===== src/rtl/mips_pipe_pkg.sv =====
// -----------------------------------------------------------------------------
// mips_pipe_pkg
// Shared definitions for the 5-stage MIPS32 pipeline: the stall/flush sequencer
// state type, the architectural zero register, the bubble encoding loaded into
// pipeline registers on a flush, and the bundle of hazard control signals.
// No ports (package).
// -----------------------------------------------------------------------------
package mips_pipe_pkg;

   // Sequencer states: normal flow, or frozen behind a slow data-memory access.
   typedef enum logic [0:0] {
      ST_RUN      = 1'b0,
      ST_MEM_WAIT = 1'b1
   } ctrl_state_e;

   // r0 is hard-wired to zero, so it never carries a real dependency.
   localparam logic [4:0] REG_ZERO = 5'd0;

   // Per-stage control bits carried down the pipeline registers.
   typedef struct packed {
      logic       reg_write;
      logic       mem_to_reg;
      logic       mem_read;
      logic       mem_write;
      logic       branch;
      logic       jump;
      logic       alu_src;
      logic       reg_dst;
      logic [1:0] alu_op;
   } stage_ctrl_t;

   // A bubble is an instruction with every control bit cleared: it writes
   // nothing, touches no memory and redirects nothing.
   localparam stage_ctrl_t BUBBLE_CTRL = '0;

   // Hazard controls produced by pipeline_ctrl each cycle.
   typedef struct packed {
      logic pc_en;
      logic ifid_en;
      logic idex_en;
      logic exmem_en;
      logic ifid_flush;
      logic idex_flush;
      logic exmem_flush;
      logic memwb_flush;
      logic pc_sel;
      logic dmem_req;
   } hz_ctrl_t;

   // Free-flowing pipeline: everything loads, nothing is flushed.
   localparam hz_ctrl_t HZ_DEFAULT = '{pc_en: 1'b1, ifid_en: 1'b1, idex_en: 1'b1,
                                       exmem_en: 1'b1, default: 1'b0};

   // Memory freeze: hold PC through EX/MEM, push a bubble into MEM/WB while the
   // access is outstanding.
   localparam hz_ctrl_t HZ_FREEZE  = '{memwb_flush: 1'b1, dmem_req: 1'b1, default: 1'b0};

   // Everything deasserted (used while reset is held).
   localparam hz_ctrl_t HZ_OFF     = '0;

endpackage


===== src/rtl/pipeline_ctrl_hazard_detect.sv =====
// -----------------------------------------------------------------------------
// hazard_detect
// Purely combinational load-use compare. Flags when the instruction in ID needs
// a register that the load currently in ID/EX has not yet produced.
// Ports:
//   id_rs, id_rt   in  source register fields of the ID instruction
//   id_uses_rt     in  ID instruction actually reads rt
//   idex_memread   in  ID/EX holds a load
//   idex_rt        in  destination register of that load
//   load_use       out one-cycle stall required
// -----------------------------------------------------------------------------
module hazard_detect
   import mips_pipe_pkg::*;
(
   input  logic [4:0] id_rs,
   input  logic [4:0] id_rt,
   input  logic       id_uses_rt,
   input  logic       idex_memread,
   input  logic [4:0] idex_rt,
   output logic       load_use
);

   // A load into r0 produces nothing, so it can never create a dependency.
   assign load_use = idex_memread
                  && (idex_rt != REG_ZERO)
                  && ((idex_rt == id_rs) || (id_uses_rt && (idex_rt == id_rt)));

endmodule


===== src/rtl/pipeline_ctrl.sv =====
// -----------------------------------------------------------------------------
// pipeline_ctrl
// Central stall/flush sequencer for the 5-stage MIPS32 pipeline. Resolves
// memory waits (highest priority), control transfers resolved in MEM, and
// load-use hazards, and keeps saturating stall/flush performance counters.
// All control outputs are combinational from state and current inputs.
// Parameters:
//   MAX_WAIT  data-memory wait cycles tolerated before timeout (1..255)
//   CNT_W     performance counter width
// Ports:
//   clk, reset                       clock, synchronous active-high reset
//   id_rs/id_rt/id_uses_rt           ID instruction operands
//   idex_memread/idex_rt             load in ID/EX
//   exmem_branch/zero/jump           control transfer in EX/MEM
//   exmem_memread/memwrite           memory access in EX/MEM
//   dmem_ready                       data memory completes this cycle
//   dmem_req                         data memory request
//   pc_en/ifid_en/idex_en/exmem_en   register load enables
//   *_flush                          load bubble into the register
//   pc_sel                           select branch/jump target
//   mem_err                          sticky data-memory timeout
//   stall_cnt/flush_cnt              saturating performance counters
// -----------------------------------------------------------------------------
module pipeline_ctrl
   import mips_pipe_pkg::*;
#(
   parameter int MAX_WAIT = 15,
   parameter int CNT_W    = 32
) (
   input  logic             clk,
   input  logic             reset,
   input  logic [4:0]       id_rs,
   input  logic [4:0]       id_rt,
   input  logic             id_uses_rt,
   input  logic             idex_memread,
   input  logic [4:0]       idex_rt,
   input  logic             exmem_branch,
   input  logic             exmem_zero,
   input  logic             exmem_jump,
   input  logic             exmem_memread,
   input  logic             exmem_memwrite,
   input  logic             dmem_ready,
   output logic             dmem_req,
   output logic             pc_en,
   output logic             ifid_en,
   output logic             idex_en,
   output logic             exmem_en,
   output logic             ifid_flush,
   output logic             idex_flush,
   output logic             exmem_flush,
   output logic             memwb_flush,
   output logic             pc_sel,
   output logic             mem_err,
   output logic [CNT_W-1:0] stall_cnt,
   output logic [CNT_W-1:0] flush_cnt
);

   localparam logic [7:0]       MAX_WAIT_C = 8'(MAX_WAIT);
   localparam logic [CNT_W-1:0] CNT_ONE    = CNT_W'(1);

   ctrl_state_e      state_q, state_d;
   logic [7:0]       wait_cnt_q, wait_cnt_d;
   logic             mem_err_q, mem_err_d;
   logic [CNT_W-1:0] stall_cnt_q, stall_cnt_d;
   logic [CNT_W-1:0] flush_cnt_q, flush_cnt_d;

   hz_ctrl_t ctrl;
   logic     mem;
   logic     taken;
   logic     load_use;

   assign mem   = exmem_memread | exmem_memwrite;
   assign taken = (exmem_branch & exmem_zero) | exmem_jump;

   hazard_detect u_hazard_detect (
      .id_rs        (id_rs),
      .id_rt        (id_rt),
      .id_uses_rt   (id_uses_rt),
      .idex_memread (idex_memread),
      .idex_rt      (idex_rt),
      .load_use     (load_use)
   );

   always_comb begin
      // NOTE: every signal written here gets a default first; a path that
      // skipped an assignment would infer a latch.
      ctrl        = HZ_DEFAULT;
      state_d     = state_q;
      wait_cnt_d  = wait_cnt_q;
      mem_err_d   = mem_err_q;
      stall_cnt_d = stall_cnt_q;
      flush_cnt_d = flush_cnt_q;

      if (reset) begin
         ctrl = HZ_OFF;
      end else begin
         case (state_q)
            ST_RUN: begin
               if (mem) begin
                  ctrl.dmem_req = 1'b1;
               end
               if (mem && !dmem_ready) begin
                  // First cycle of a slow access already counts as wait cycle 1.
                  ctrl       = HZ_FREEZE;
                  state_d    = ST_MEM_WAIT;
                  wait_cnt_d = 8'd1;
               end else if (taken) begin
                  // Kill the three younger instructions; load-use is moot.
                  ctrl.pc_sel      = 1'b1;
                  ctrl.ifid_flush  = 1'b1;
                  ctrl.idex_flush  = 1'b1;
                  ctrl.exmem_flush = 1'b1;
               end else if (load_use) begin
                  ctrl.pc_en      = 1'b0;
                  ctrl.ifid_en    = 1'b0;
                  ctrl.idex_flush = 1'b1;
               end
            end
            ST_MEM_WAIT: begin
               // The request stays up until the cycle the access retires; the
               // release cycle itself lets the pipeline advance unconditionally,
               // and a pending load-use is picked up in the following RUN cycle.
               ctrl.dmem_req = 1'b1;
               if (dmem_ready) begin
                  state_d    = ST_RUN;
                  wait_cnt_d = 8'd0;
               end else if (wait_cnt_q >= MAX_WAIT_C) begin
                  mem_err_d  = 1'b1;
                  state_d    = ST_RUN;
                  wait_cnt_d = 8'd0;
               end else begin
                  ctrl       = HZ_FREEZE;
                  wait_cnt_d = wait_cnt_q + 8'd1;
               end
            end
            default: begin
               state_d    = ST_RUN;
               wait_cnt_d = 8'd0;
            end
         endcase

         if (!ctrl.pc_en && (stall_cnt_q != '1)) begin
            stall_cnt_d = stall_cnt_q + CNT_ONE;
         end
         if (ctrl.pc_sel && (flush_cnt_q != '1)) begin
            flush_cnt_d = flush_cnt_q + CNT_ONE;
         end
      end
   end

   always_ff @(posedge clk) begin
      // NOTE: non-blocking assignments so every register samples the values
      // present before this edge, independent of statement order.
      if (reset) begin
         state_q     <= ST_RUN;
         wait_cnt_q  <= 8'd0;
         mem_err_q   <= 1'b0;
         stall_cnt_q <= '0;
         flush_cnt_q <= '0;
      end else begin
         state_q     <= state_d;
         wait_cnt_q  <= wait_cnt_d;
         mem_err_q   <= mem_err_d;
         stall_cnt_q <= stall_cnt_d;
         flush_cnt_q <= flush_cnt_d;
      end
   end

   assign dmem_req    = ctrl.dmem_req;
   assign pc_en       = ctrl.pc_en;
   assign ifid_en     = ctrl.ifid_en;
   assign idex_en     = ctrl.idex_en;
   assign exmem_en    = ctrl.exmem_en;
   assign ifid_flush  = ctrl.ifid_flush;
   assign idex_flush  = ctrl.idex_flush;
   assign exmem_flush = ctrl.exmem_flush;
   assign memwb_flush = ctrl.memwb_flush;
   assign pc_sel      = ctrl.pc_sel;
   assign mem_err     = mem_err_q;
   assign stall_cnt   = stall_cnt_q;
   assign flush_cnt   = flush_cnt_q;

endmodule


===== config.mk =====
export PLATFORM = sky130hd
export DESIGN_NAME = pipeline_ctrl
export DESIGN_NICKNAME = d
export VERILOG_FILES = /design/src/rtl/mips_pipe_pkg.sv /design/src/rtl/pipeline_ctrl_hazard_detect.sv /design/src/rtl/pipeline_ctrl.sv
export SDC_FILE = /design/constraint.sdc
export NUM_CORES = 1
export LEC_CHECK = 0
export ABC_AREA = 1
export ABC_CLOCK_PERIOD_IN_PS = 3100
export CAP_MARGIN = 20
export CORE_MARGIN = 3
export CORE_UTILIZATION = 56
export DETAILED_ROUTE_END_ITERATION = 16
export PLACE_DENSITY_LB_ADDON = 0.08
export SYNTH_ARGS = -nofsm -noshare
export SYNTH_HDL_FRONTEND = slang
export SYNTH_SLANG_ARGS = --single-unit

===== constraint.sdc =====
create_clock -name clk -period 3.1 [get_ports clk]
set_input_delay 0.465 -clock clk [delete_from_list [all_inputs] [get_ports clk]]
set_output_delay 0.465 -clock clk [all_outputs]
set_load 0.005 [all_outputs]

=== Yosys cells after proc, flatten, opt, wreduce, memory -nomap -nowiden ===
Cells that the tools add are included.

* Register bits: 74
* Input bits: 25
* Word-level logic and storage cells: 54

* $add $sub $neg: 3
* $lt $le $gt $ge: 1
* Eq/ne operators: 5
* Mux-type cells: 24
* Bitwise gates (word level): 5
* Reduce and logical (&&, ||, !) cells: 11

{| class="wikitable"
|+ Operators by type and width
! kind !! number
|-
| adder 32 x 1 -> 32 bit, second input constant || 2
|-
| != test 32 bit, second input constant || 2
|-
| two-way mux 10 bit || 4
|-
| two-way mux 8 bit || 3
|-
| one-hot mux 10 bit (2 select lines) || 1
|-
| one-hot mux 8 bit (2 select lines) || 1
|-
| == test 5 bit || 2
|-
| two-way mux 1 bit || 9
|-
| adder 8 x 1 -> 8 bit, second input constant || 1
|-
| greater-or-equal comparator 8 x 4 -> 1 bit, second input constant || 1
|-
| two-way mux 2 bit || 4
|-
| logical AND 1 bit || 6
|-
| nonzero test 5 bit || 1
|-
| two-way mux 3 bit || 1
|-
| AND reduction 3 bit || 1
|-
| logical NOT 1 bit || 2
|-
| != test 2 bit, second input constant || 1
|-
| NOT 1 bit || 2
|-
| bitwise OR 1 bit || 2
|-
| one-hot mux 1 bit (2 select lines) || 1
|-
| bitwise AND 1 bit || 1
|-
| logical OR 1 bit || 1
|}

=== Depth between registers and ports, before layout ===
* Word-level depth: 11
* Depth in mapped cells: 12

=== Cells and area by module ===
Synthesis repeated with hierarchy kept, for this count alone.

* Cells, all modules: 829
* Area total of the unflattened synthesis: 5069.9 µm²

{| class="wikitable"
|+ Modules (own cells, without submodules)
! module !! instances !! cells an instance !! area each (µm²)
|-
| pipeline_ctrl || 1 || 777 || 4863.4
|-
| hazard_detect || 1 || 52 || 206.4
|}

=== Worst setup path before layout ===
OpenSTA, ideal clock, no wires.

* Path kind: input port to output port
* Start point: input port reset
* End point: output port ifid_flush
* Arrival: 1.305 ns
* Required time: 2.635 ns
* Setup slack: 1.330 ns
* Cell stages on the path: 4
* Path through: clkbuf_1 -> clkbuf_1 -> nor3_1 -> buf_4

* Word-level cells in the longest chain between the ends: 1

{| class="wikitable"
|+ Ends and longest elaborated chain
! item !! RTL line !! source
|-
| start: declaration || pipeline_ctrl.sv:31 || <nowiki>input logic reset,</nowiki>
|-
| two-way mux 10 bit || pipeline_ctrl.sv:94 || <nowiki>if (reset) begin</nowiki>
|-
| end: declaration || pipeline_ctrl.sv:48 || <nowiki>output logic ifid_flush,</nowiki>
|}

No other way between the ends.

=== Final worst setup path ===
* Start point: input port dmem_ready
* End point: output port pc_sel

* Word-level cells in the longest chain between the ends: 6
* Elaborated cells between the ends (all ways): 7

{| class="wikitable"
|+ Ends and longest elaborated chain
! item !! RTL line !! source
|-
| start: declaration || pipeline_ctrl.sv:42 || <nowiki>input logic dmem_ready,</nowiki>
|-
| logical NOT 1 bit || pipeline_ctrl.sv:102 || <nowiki>if (mem && !dmem_ready) begin</nowiki>
|-
| logical AND 1 bit || pipeline_ctrl.sv:102 ||
|-
| two-way mux 1 bit || pipeline_ctrl.sv:102 ||
|-
| one-hot mux 10 bit (2 select lines) * || pipeline_ctrl.sv:97 || <nowiki>case (state_q)</nowiki>
|-
| two-way mux 10 bit * (2 in a row) || pipeline_ctrl.sv:94 ||
|-
| end: declaration || pipeline_ctrl.sv:52 || <nowiki>output logic pc_sel,</nowiki>
|}

Mark *: on every way between the ends. The rest lies on a longest branch, timed or not. The select of a mux whose other input is x is not followed.

==> impl_metrics.yaml <==
synth:
  synth_fp_nets: 787
  yosys.area.top_type: "dfxtp_1"
  syn_avg_cell_area_um2: 6.28
  synthCells: 759
  syn_area_mm2: 0.00477
  synth.area.top_cells: "dfxtp_1 (31%), nand2_1 (19%), nor2_1 (8.1%), nand3_1 (6.3%), a21oi_1 (5.6%)"
  yosysTopAreaCellShare_pct: 31.1
  ys_seq_area_share_pct: 31.1
  ys_types: 35
  yosys_register_bits: 74
  synth_warnings: 0
final_layout:
  postLayoutCoreUtil_pct: 72.3
  drive_gt1_share_pct: 7.38
  num_antenna_cells: 0
  areaGrowthSynthToFinish_pct: 25.2
  nNetsFinal: 877
setup_path:
  path_common_cell: "clkdlybuf4s50_1"
  crit_fanout: 8
  crit_chain: "clkdlybuf4s50_1, inv_1, o21ai_0, nand2_1, nor3_1, clkdlybuf4s50_1"
  critPathCaptureType: "primary output"
  crit_buf_inv: 3
  max_stage_delay_ns: 0.59
  worst-endpoint-arrival_ns: 2.30
  crit_family: "buffers and inverters"
  r2r_cells: 9
  setup.worst_path.start_class: "input pin"
  cp.required_ns: 2.63
  worstSetupPathDepth: 6
  worst-setup-path-type: "input pin to primary output"
  cp_slowest_cell: "clkdlybuf4s50_1"
  r2r_slack_ns: 0.87
timing:
  setup_viol: 0
  worst_slew_pin_slew_ns: 0.575
  fin_crit_sh_pct: 89.3
  slew_viol_final: 0
  max_freq_mhz: 361
  hold_violations: 0
  period_needed_ns: 2.77
  finalSetupTns_ns: 0
  max-slew-margin-rel_pct: 61.4
  setup_slack_ns: 0.333
  fin_skew_ns: 0.0179
  rsz0062_at_grt: "no"
place:
  preCtsSetupSlack_ns: 0.321
  hpwl_mm: 9.94
  io_buffers: 99
  routabilityCongestion: 0.947
clock_tree:
  cts_tree: "built"
  ctsRootBufferMaster: "clkbuf_8"
  path_clk_slew_ns: 0.07
  cts_made_buffers: 9
  cts_sinks: 74
  holdBufCountCts: 0
  cts_buffer_depth: 2
  cts_resized: 0
  clkLatencyLatePin_ns: 0.35
  post_cts_buffers: 0
  htreeDepth: 3
routing:
  wl_per_cell_um: 14.2
  drc: 0
  first_iter_violations: 269
  routed_wl_mm: 13.6
  drtPass1Iterations: 6
  viasPerCell: 5.45
  ant_nets: 0
  vias: 5226
global_route:
  antenna_found_initial: 0
  busiest_layer: "met2"
  grt_util_all_layers_pct: 28.2
  grt_pass1_wl_mm: 22.8
  grt_pass1_vias: 4976
  use_met3_pct: 4.57
  grt.met1_usage_pct: 34.8
  grt_max_degree: 31
  use_met2_pct: 49.0
  gr-total-overflow: 0
power_and_ir_drop:
  vdd.ir_drop.worst_mv: 0.226
  p_leak_nw: 2.13
  powerDensity_mw_per_mm2: 339
  finalPower_mw: 2.02
die:
  die_x_um: 98.3
  die_y_um: 98.3
  core_area_mm2: 0.00826
  die_area_mm2: 0.00966
  initial_utilization_pct: 57.8
  rows: 33
  io-pin-count: 100
status:
  status: "complete, no violations"
worst_hold_path:
  min_path_cells: 2
  min_path_type: "flop to flop"
job:
  maxCapViolations: 0
## synthesized netlist by cell type
master,count
clkbuf_1,10
inv_2,3
o21bai_1,1
and3_1,1
buf_8,1
nor3b_1,1
nand3_1,60
nand3b_1,8
buf_4,5
o21ai_0,10
nand3b_4,1
a31oi_1,1
buf_6,3
nor3_1,25
buf_2,5
a21oi_2,9
ha_1,3
xor2_1,23
nand3_4,1
xnor2_1,9
nor2_4,2
inv_1,62
nor4_1,1
nand4_1,12
nor2_2,3
nand2_4,1
nand2_2,10
nor2_1,103
nor3_2,10
nand2_1,244
a21oi_1,53
dfxtp_1,74
clkinv_1,2
buf_12,1
or2_2,1
## report_power, final
group          total, mW  leakage (nW)  switching, mW  internal, mW
registers          0.968         0.597         0.0101         0.958
clock network      0.849         0.105          0.397         0.452
logic              0.207          1.42          0.123        0.0838
total               2.02          2.13          0.530          1.49
## state kept, by name, summed over array words and instances (netlist names)
register and cells:
mem_err 1, state_q 1, wait_cnt_q 8, flush_cnt 32, stall_cnt 32
## layout by cell type (no fill, tap or decap), types with 10 or more instances in the layout
cell / n
nand2_2: 10
dfxtp_1: 74
nor3_1: 25
a21oi_1: 53
clkdlybuf4s50_1: 98
o21ai_0: 10
nor3_2: 10
nand3_1: 60
nor2_1: 103
xor2_1: 23
nand2_1: 244
inv_1: 62
nand4_1: 12
## routing by layer
layer	part of all wire, %	wire length [µm]
met5	0	0
met4	2.6	353
met3	6.1	824
met2	49	6690
met1	42	5730
## metrics by stage
stage | cells | hold slack, ns | instance area (µm²)
finish | 959 | 0.440 | 5970
global route | 959 | 0.472 | 5970
CTS | 959 | 0.441 | 5970
detailed placement | 943 | 0.430 | 5760
global placement | 943 | 0.427 | 5760
floorplan | 759 | 0.415 | 4770
## area by class of cell
class / instances / area, µm²
Tap cell: 105 / 131
Clock buffer: 9 / 124
Timing Repair Buffer: 104 / 1020
Clock inverter: 7 / 93.8
Sequential cell: 74 / 1480
Fill cell: 726 / 2280
Inverter: 67 / 251
Multi-Input combinational cell: 593 / 2870
## tightest hold or removal path: cells and delay by family, from the launching register on
kind          cells  cell delay [ns]
flops             1             0.30
buf+inv           1             0.06
simple gates      1             0.04
## kinds of logic after synthesis
logic type | count (synthesis) | synth area share (%)
and+or+nand+nor | 484 | 44.9
AOI/OAI and AO/OA | 74 | 8.55
DFF | 74 | 31.1
xor gates and xnor gates | 32 | 5.88
adders and majority gates | 3 | 0.787
buffers and inverters | 92 | 8.81
## worst paths after layout
path	startpoint	endpoint
worst min register to register	wait_cnt_q[5]$_SDFFE_PP0P_	wait_cnt_q[5]$_SDFFE_PP0P_
worst max register to register	stall_cnt[1]$_SDFFE_PP0P_	stall_cnt[0]$_SDFFE_PP0P_
worst max-delay path	dmem_ready	pc_sel
worst min-delay path	wait_cnt_q[5]$_SDFFE_PP0P_	wait_cnt_q[5]$_SDFFE_PP0P_
Power figures use the tool's default switching activity.
